## config.mk

```make
export PLATFORM = sky130hd
export DESIGN_NAME = dhs_axil_apb_demux
export DESIGN_NICKNAME = d
export VERILOG_FILES = /design/src/rtl/dhs_axil_apb_demux.sv
export SDC_FILE = /design/constraint.sdc
export NUM_CORES = 1
export LEC_CHECK = 0
export BUFFER_PORTS_ARGS = -buffer_cell sky130_fd_sc_hd__buf_2
export CORE_AREA = 2 2 171 173
export DETAILED_ROUTE_END_ITERATION = 12
export DIE_AREA = 0 0 173 175
export PLACE_DENSITY_LB_ADDON = 0.3
export SLEW_MARGIN = 20
export SYNTH_ARGS = -nofsm -noshare
export SYNTH_HDL_FRONTEND = slang
export SYNTH_SLANG_ARGS = --single-unit
```

## constraint.sdc

```tcl
create_clock -name clk_i -period 3.33 [get_ports clk_i]
set_clock_uncertainty 0.05 [all_clocks]
set_input_delay 0.666 -clock clk_i [delete_from_list [all_inputs] [get_ports clk_i]]
set_output_delay 0.666 -clock clk_i [all_outputs]
set_load 0.02 [all_outputs]
```

## src/rtl/dhs_axil_apb_demux.sv

```systemverilog
// AXI-Lite slave to multi-target APB master bridge.
// A rule table decodes each granted access onto one of NumSlv APB targets.
// Reads and writes strictly alternate under contention. Unmapped addresses
// return DECERR without any APB activity. Stalled accesses are aborted
// after TimeoutCycles ACCESS cycles.
module dhs_axil_apb_demux #(
    parameter int unsigned NumSlv        = 6,
    parameter int unsigned NumRules      = 8,
    parameter int unsigned AddrW         = 32,
    parameter int unsigned DataW         = 32,
    // Each rule is {idx, start, end}; rule 0 occupies the least significant bits.
    parameter logic [NumRules*($clog2(NumSlv)+2*AddrW)-1:0] Rules = {
        {3'd0, 32'h3000_0000, 32'h3000_000F},  // 7: SOC_CTRL alias
        {3'd0, 32'h2000_1000, 32'h2000_1FFF},  // 6: shadowed by rule 1
        {3'd5, 32'h2000_4000, 32'h2000_4FFF},  // 5: DMA
        {3'd3, 32'h0200_0000, 32'h0200_FFFF},  // 4: CLINT
        {3'd4, 32'h2000_3000, 32'h2000_3FFF},  // 3: PLIC
        {3'd1, 32'h2000_2000, 32'h2000_2FFF},  // 2: SPI
        {3'd2, 32'h2000_1000, 32'h2000_1FFF},  // 1: UART
        {3'd0, 32'h2000_0000, 32'h2000_0FFF}   // 0: SOC_CTRL
    },
    parameter int unsigned TimeoutCycles = 255,
    localparam int unsigned StrbW        = DataW / 8
) (
    input  logic                     clk_i,
    input  logic                     rst_ni,
    input  logic [AddrW-1:0]         aw_addr_i,
    input  logic [2:0]               aw_prot_i,
    input  logic                     aw_valid_i,
    output logic                     aw_ready_o,
    input  logic [DataW-1:0]         w_data_i,
    input  logic [StrbW-1:0]         w_strb_i,
    input  logic                     w_valid_i,
    output logic                     w_ready_o,
    output logic [1:0]               b_resp_o,
    output logic                     b_valid_o,
    input  logic                     b_ready_i,
    input  logic [AddrW-1:0]         ar_addr_i,
    input  logic [2:0]               ar_prot_i,
    input  logic                     ar_valid_i,
    output logic                     ar_ready_o,
    output logic [DataW-1:0]         r_data_o,
    output logic [1:0]               r_resp_o,
    output logic                     r_valid_o,
    input  logic                     r_ready_i,
    output logic [AddrW-1:0]         paddr_o,
    output logic [2:0]               pprot_o,
    output logic                     pwrite_o,
    output logic [DataW-1:0]         pwdata_o,
    output logic [StrbW-1:0]         pstrb_o,
    output logic [NumSlv-1:0]        psel_o,
    output logic                     penable_o,
    input  logic [NumSlv*DataW-1:0]  prdata_i,
    input  logic [NumSlv-1:0]        pready_i,
    input  logic [NumSlv-1:0]        pslverr_i,
    output logic                     timeout_o
);

    localparam int unsigned IdxW  = $clog2(NumSlv);
    localparam int unsigned RuleW = IdxW + 2 * AddrW;

    typedef enum logic [2:0] {IDLE, SETUP, ACCESS, RESP_W, RESP_R} state_e;

    state_e             state_q, state_d;
    logic               wr_prio_q, wr_prio_d;
    logic [AddrW-1:0]   paddr_q, paddr_d;
    logic [2:0]         pprot_q, pprot_d;
    logic               pwrite_q, pwrite_d;
    logic [DataW-1:0]   pwdata_q, pwdata_d;
    logic [StrbW-1:0]   pstrb_q, pstrb_d;
    logic [NumSlv-1:0]  psel_q, psel_d;
    logic               penable_q, penable_d;
    logic [IdxW-1:0]    sel_idx_q, sel_idx_d;
    logic [1:0]         resp_q, resp_d;
    logic [DataW-1:0]   rdata_q, rdata_d;
    logic [31:0]        cnt_q, cnt_d;
    logic               timeout_q, timeout_d;

    logic               wr_cand, rd_cand, grant_wr, grant_rd;
    logic [AddrW-1:0]   req_addr;
    logic               dec_hit;
    logic [IdxW-1:0]    dec_idx;

    // Arbitration: grant only from IDLE; the pointer breaks read/write ties.
    always_comb begin
        wr_cand  = rst_ni && (state_q == IDLE) && aw_valid_i && w_valid_i;
        rd_cand  = rst_ni && (state_q == IDLE) && ar_valid_i;
        grant_wr = wr_cand && (!rd_cand || wr_prio_q);
        grant_rd = rd_cand && !grant_wr;
        req_addr = grant_wr ? aw_addr_i : ar_addr_i;
    end

    assign aw_ready_o = grant_wr;
    assign w_ready_o  = grant_wr;
    assign ar_ready_o = grant_rd;

    // Address decode: the lowest-numbered matching rule wins.
    always_comb begin
        dec_hit = 1'b0;
        dec_idx = '0;
        for (int unsigned i = 0; i < NumRules; i++) begin
            if (!dec_hit
                && req_addr >= Rules[i*RuleW + AddrW +: AddrW]
                && req_addr <= Rules[i*RuleW +: AddrW]) begin
                dec_hit = 1'b1;
                dec_idx = Rules[i*RuleW + 2*AddrW +: IdxW];
            end
        end
    end

    // Next-state logic for the transaction FSM and its registered outputs.
    always_comb begin
        state_d   = state_q;
        wr_prio_d = wr_prio_q;
        paddr_d   = paddr_q;
        pprot_d   = pprot_q;
        pwrite_d  = pwrite_q;
        pwdata_d  = pwdata_q;
        pstrb_d   = pstrb_q;
        psel_d    = psel_q;
        penable_d = penable_q;
        sel_idx_d = sel_idx_q;
        resp_d    = resp_q;
        rdata_d   = rdata_q;
        cnt_d     = cnt_q;
        timeout_d = 1'b0;
        unique case (state_q)
            IDLE: begin
                if (grant_wr || grant_rd) begin
                    wr_prio_d = grant_rd;
                    pwrite_d  = grant_wr;
                    paddr_d   = req_addr;
                    pprot_d   = grant_wr ? aw_prot_i : ar_prot_i;
                    pwdata_d  = grant_wr ? w_data_i : '0;
                    pstrb_d   = grant_wr ? w_strb_i : '0;
                    sel_idx_d = dec_idx;
                    rdata_d   = '0;
                    if (dec_hit) begin
                        psel_d  = NumSlv'(1) << dec_idx;
                        state_d = SETUP;
                    end else begin
                        resp_d  = 2'b11;
                        state_d = grant_wr ? RESP_W : RESP_R;
                    end
                end
            end
            SETUP: begin
                penable_d = 1'b1;
                cnt_d     = '0;
                state_d   = ACCESS;
            end
            ACCESS: begin
                // pready is checked first so a tie with the limit completes normally.
                if (pready_i[sel_idx_q]) begin
                    rdata_d   = pwrite_q ? '0 : prdata_i[int'(sel_idx_q)*DataW +: DataW];
                    resp_d    = pslverr_i[sel_idx_q] ? 2'b10 : 2'b00;
                    psel_d    = '0;
                    penable_d = 1'b0;
                    state_d   = pwrite_q ? RESP_W : RESP_R;
                end else if (TimeoutCycles != 0 && cnt_q == TimeoutCycles - 1) begin
                    rdata_d   = '0;
                    resp_d    = 2'b10;
                    psel_d    = '0;
                    penable_d = 1'b0;
                    timeout_d = 1'b1;
                    state_d   = pwrite_q ? RESP_W : RESP_R;
                end else begin
                    cnt_d = cnt_q + 32'd1;
                end
            end
            RESP_W: if (b_ready_i) state_d = IDLE;
            RESP_R: if (r_ready_i) state_d = IDLE;
            default: state_d = IDLE;
        endcase
    end

    // State register with synchronous active-low reset.
    always_ff @(posedge clk_i) begin
        if (!rst_ni) begin
            state_q   <= IDLE;
            wr_prio_q <= 1'b1;
            paddr_q   <= '0;
            pprot_q   <= '0;
            pwrite_q  <= 1'b0;
            pwdata_q  <= '0;
            pstrb_q   <= '0;
            psel_q    <= '0;
            penable_q <= 1'b0;
            sel_idx_q <= '0;
            resp_q    <= '0;
            rdata_q   <= '0;
            cnt_q     <= '0;
            timeout_q <= 1'b0;
        end else begin
            state_q   <= state_d;
            wr_prio_q <= wr_prio_d;
            paddr_q   <= paddr_d;
            pprot_q   <= pprot_d;
            pwrite_q  <= pwrite_d;
            pwdata_q  <= pwdata_d;
            pstrb_q   <= pstrb_d;
            psel_q    <= psel_d;
            penable_q <= penable_d;
            sel_idx_q <= sel_idx_d;
            resp_q    <= resp_d;
            rdata_q   <= rdata_d;
            cnt_q     <= cnt_d;
            timeout_q <= timeout_d;
        end
    end

    assign paddr_o   = paddr_q;
    assign pprot_o   = pprot_q;
    assign pwrite_o  = pwrite_q;
    assign pwdata_o  = pwdata_q;
    assign pstrb_o   = pstrb_q;
    assign psel_o    = psel_q;
    assign penable_o = penable_q;
    assign b_valid_o = (state_q == RESP_W);
    assign r_valid_o = (state_q == RESP_R);
    assign b_resp_o  = resp_q;
    assign r_resp_o  = resp_q;
    assign r_data_o  = rdata_q;
    assign timeout_o = timeout_q;

endmodule

```

==> flow_summary.ini <==
[route]
ant_nets = 0
route.met2.wl_um = 16000
highest_layer = met4
vias = 9012
drtIter0Drc = 477
wirelength_met1_um = 13200
drt_first_pass_iters = 5
wl_met3_um = 1760
drc = 0
drt-total-wl_um = 31600
post_drt_wl_per_cell_um = 17.8
viasPerCell = 5.09

[place]
routabilityCongestion = 0.935
placed_area_mm2 = 0.0109
hpwl_um = 24600
numPortBuffers = 437

[synth]
yosysWarningCount = 0
syn_area_per_cell_um2 = 8.57
syn_area_mm2 = 0.00835
ys.flop_type = dfxtp_1
synth_nets = 1294
synth_edf_count = 0
ys_seq_area_share_pct = 36.7
async_reset_ff_share_pct = 0
ys_types = 67
synthCells = 975
synth-seq-cells = 153

[worst_setup_path]
ff2ff_setup_slack_ps = 350
cp-start-kind = flop
crit_type = flop to primary output
critPathCaptureType = primary output
worstPathArrival_ps = 2370
crit_path_max_fanout = 24
critPathRequiredTime_ps = 2610

[die]
core_mm2 = 0.0284
io_pins = 438
initial_core_util_pct = 29.4
die_h_um = 175
fp.dieW_um = 173
fp-row-count = 62
die_area_mm2 = 0.0303

[timing]
finalSetupViolCount = 0
finalCritPeriodShare_pct = 92.7
hold_viol = 0
maxSlewViolCount = 0
fin_tns_setup_ps = 0
max_slew_margin_pct = 29.8
post-route-min-period_ps = 3090
tightestPinTransition_ps = 1050
rsz0062_at_grt = no
fmax_mhz = 324

[final_layout]
syn_to_final_growth_pct = 37.3
nFillCells = 3056
final_cell_area_mm2 = 0.0115
ff_latch_area_mm2 = 0.00307
multi_input_area_mm2 = 0.00477
nNetsFinal = 1692
drive_gt1_share_pct = 40.2

[clocking]
cts-root-buf = clkbuf_16
cts_tree = yes
clockBufferDepth = 2
insertion_delay_ps = 420
clock-sinks = 153
cts.htree.levels = 4
path_clk_slew_ps = 70
numCtsBuffers = 17

[global_route]
grt_pass1_wl_um = 47700
grt_pass1_vias = 8557
antenna_found_initial = 1
grt_usage_pct = 19.9
overflow = 0
grt_max_degree = 76

[worst_hold_path]
hold_path_class = flop to flop

[outcome]
outcome = finished, final reports clean

[flow_run]
maxCapViolCount = 0

[power]
power_density_mw_per_mm2 = 443
power_leakage_nw = 4.97
peakVddDrop_v = 0.000307
-- area by class of cell --
class | instances | share of cell area [%]
Multi-Input combinational cell | 696 | 41.6
Sequential cell | 153 | 26.8
Inverter | 43 | 1.45
Timing Repair Buffer | 462 | 20.9
Clock inverter | 15 | 1.28
Tap cell | 384 | 4.19
Clock buffer | 17 | 3.71
Antenna cell | 2 | 0.0437
-- routing by layer --
layer  vias up  track usage (%)
met3        32             3.98
met2       306             34.6
met4         0             5.51
li1       4397                -
met1      4277             25.1
met5         -                0
-- cells by family (layout without fill, tap and decap cells) --
family,after synthesis,after routing,share of synthesized area (%)
XOR/XNOR,16,16,1.68
multiplexers,75,75,14.1
flip-flops,153,153,36.7
other,0,2,0
AND/OR/NAND/NOR,387,387,22.6
AO/OA/AOI/OAI,216,216,18.4
buffers and inverters,126,537,6.25
adder cells (fa/ha/maj),2,2,0.300
-- repair_timing --
item                       4_1_cts  5_1_grt
hold endpoints to repair         0        0
setup endpoints to repair        0        3
resized for setup                0        2
setup buffers                    0        0
hold buffers                     0        0
-- worst max-delay path, cell delays in order (launching register included) --
cell and delay [ps]:
dfxtp_1 410, nor3_2 390, and4_1 450, nand2_1 200, inv_4 260, nor2_1 80
buf_2 160
-- layout by cell type, fill, tap and decap left out, types with 10 or more instances in the layout --
master	count
a21oi_1	27
a22oi_1	69
a311oi_1	34
and2_1	10
buf_2	437
buf_4	23
clkbuf_16	17
dfxtp_1	151
inv_1	40
mux2i_1	40
mux4_2	34
nand2_1	106
nand3_1	17
nand4_1	21
nor2_1	142
nor4_1	13
o21ai_0	25
o22ai_1	35
or3_1	16
or4_1	11
xor2_1	13
-- per-stage QoR --
stage / utilization [%] / power (mW) / setup WS (ps) / hold slack (ps) / cells
5_1_grt: 40.4 / 5.34 / 60.5 / 419 / 1771
3_5_place_dp: 38.3 / 3.21 / 259 / 400 / 1738
6_report: 40.4 / 5.08 / 243 / 408 / 1772
3_3_place_gp: 38.3 / 3.19 / 324 / 390 / 1738
2_1_floorplan: - / 2.75 / 265 / 408 / 975
4_1_cts: 40.4 / 5.15 / 127 / 412 / 1770
-- report_power, final --
group,total (mW),internal [mW],switching (mW),leakage (nW)
Sequential,2.00,1.92,0.0771,1.24
Clock,1.93,1.00,0.924,0.282
Combinational,1.16,0.514,0.642,3.45
-- synth_stat cells (3+ instances only) --
master	number	area share (%)
mux4_2	34	9.2
nor2_1	143	6.4
nand3_1	17	1.0
xor2_1	13	1.4
buf_1	12	0.54
xnor2_1	3	0.31
buf_6	3	0.40
nor4b_1	3	0.31
clkbuf_1	55	2.5
o22ai_1	35	2.6
nor4_1	13	0.97
dfxtp_1	153	37
o21ai_0	25	1.5
nand4_1	21	1.6
nand2b_1	6	0.45
mux2i_1	40	4.8
a22oi_1	69	6.2
nor3_2	3	0.36
buf_2	9	0.54
or4_1	11	0.99
inv_1	41	1.8
a21oi_1	27	1.6
nor3_1	9	0.54
or3_1	16	1.2
a211oi_1	3	0.27
buf_4	4	0.36
nand3b_1	3	0.27
nand2_1	107	4.8
and4_1	5	0.52
a222oi_1	3	0.36
and2_1	10	0.75
a311oi_1	34	3.6
-- registers in the layout, summed over array words and instances, names as in the netlist, 3 cells and up --
| signal | count |
|---|---|
| sel_idx_q | 3 |
| pstrb_o | 4 |
| cnt_q | 32 |
| psel_o | 6 |
| pprot_o | 3 |
| pwdata_o | 32 |
| paddr_o | 32 |
| state_q | 3 |
| r_data_o | 32 |
-- path summary, 6_finish.rpt --
check | from | to | cells after the start
min reg2reg | psel_o[1] | psel_o[1] | 2
max | state_q[2] | ar_ready_o | 6
max reg2reg | state_q[2] | psel_o[3] | 7
min | psel_o[1] | psel_o[1] | 2
Power figures use the tool's default switching activity.
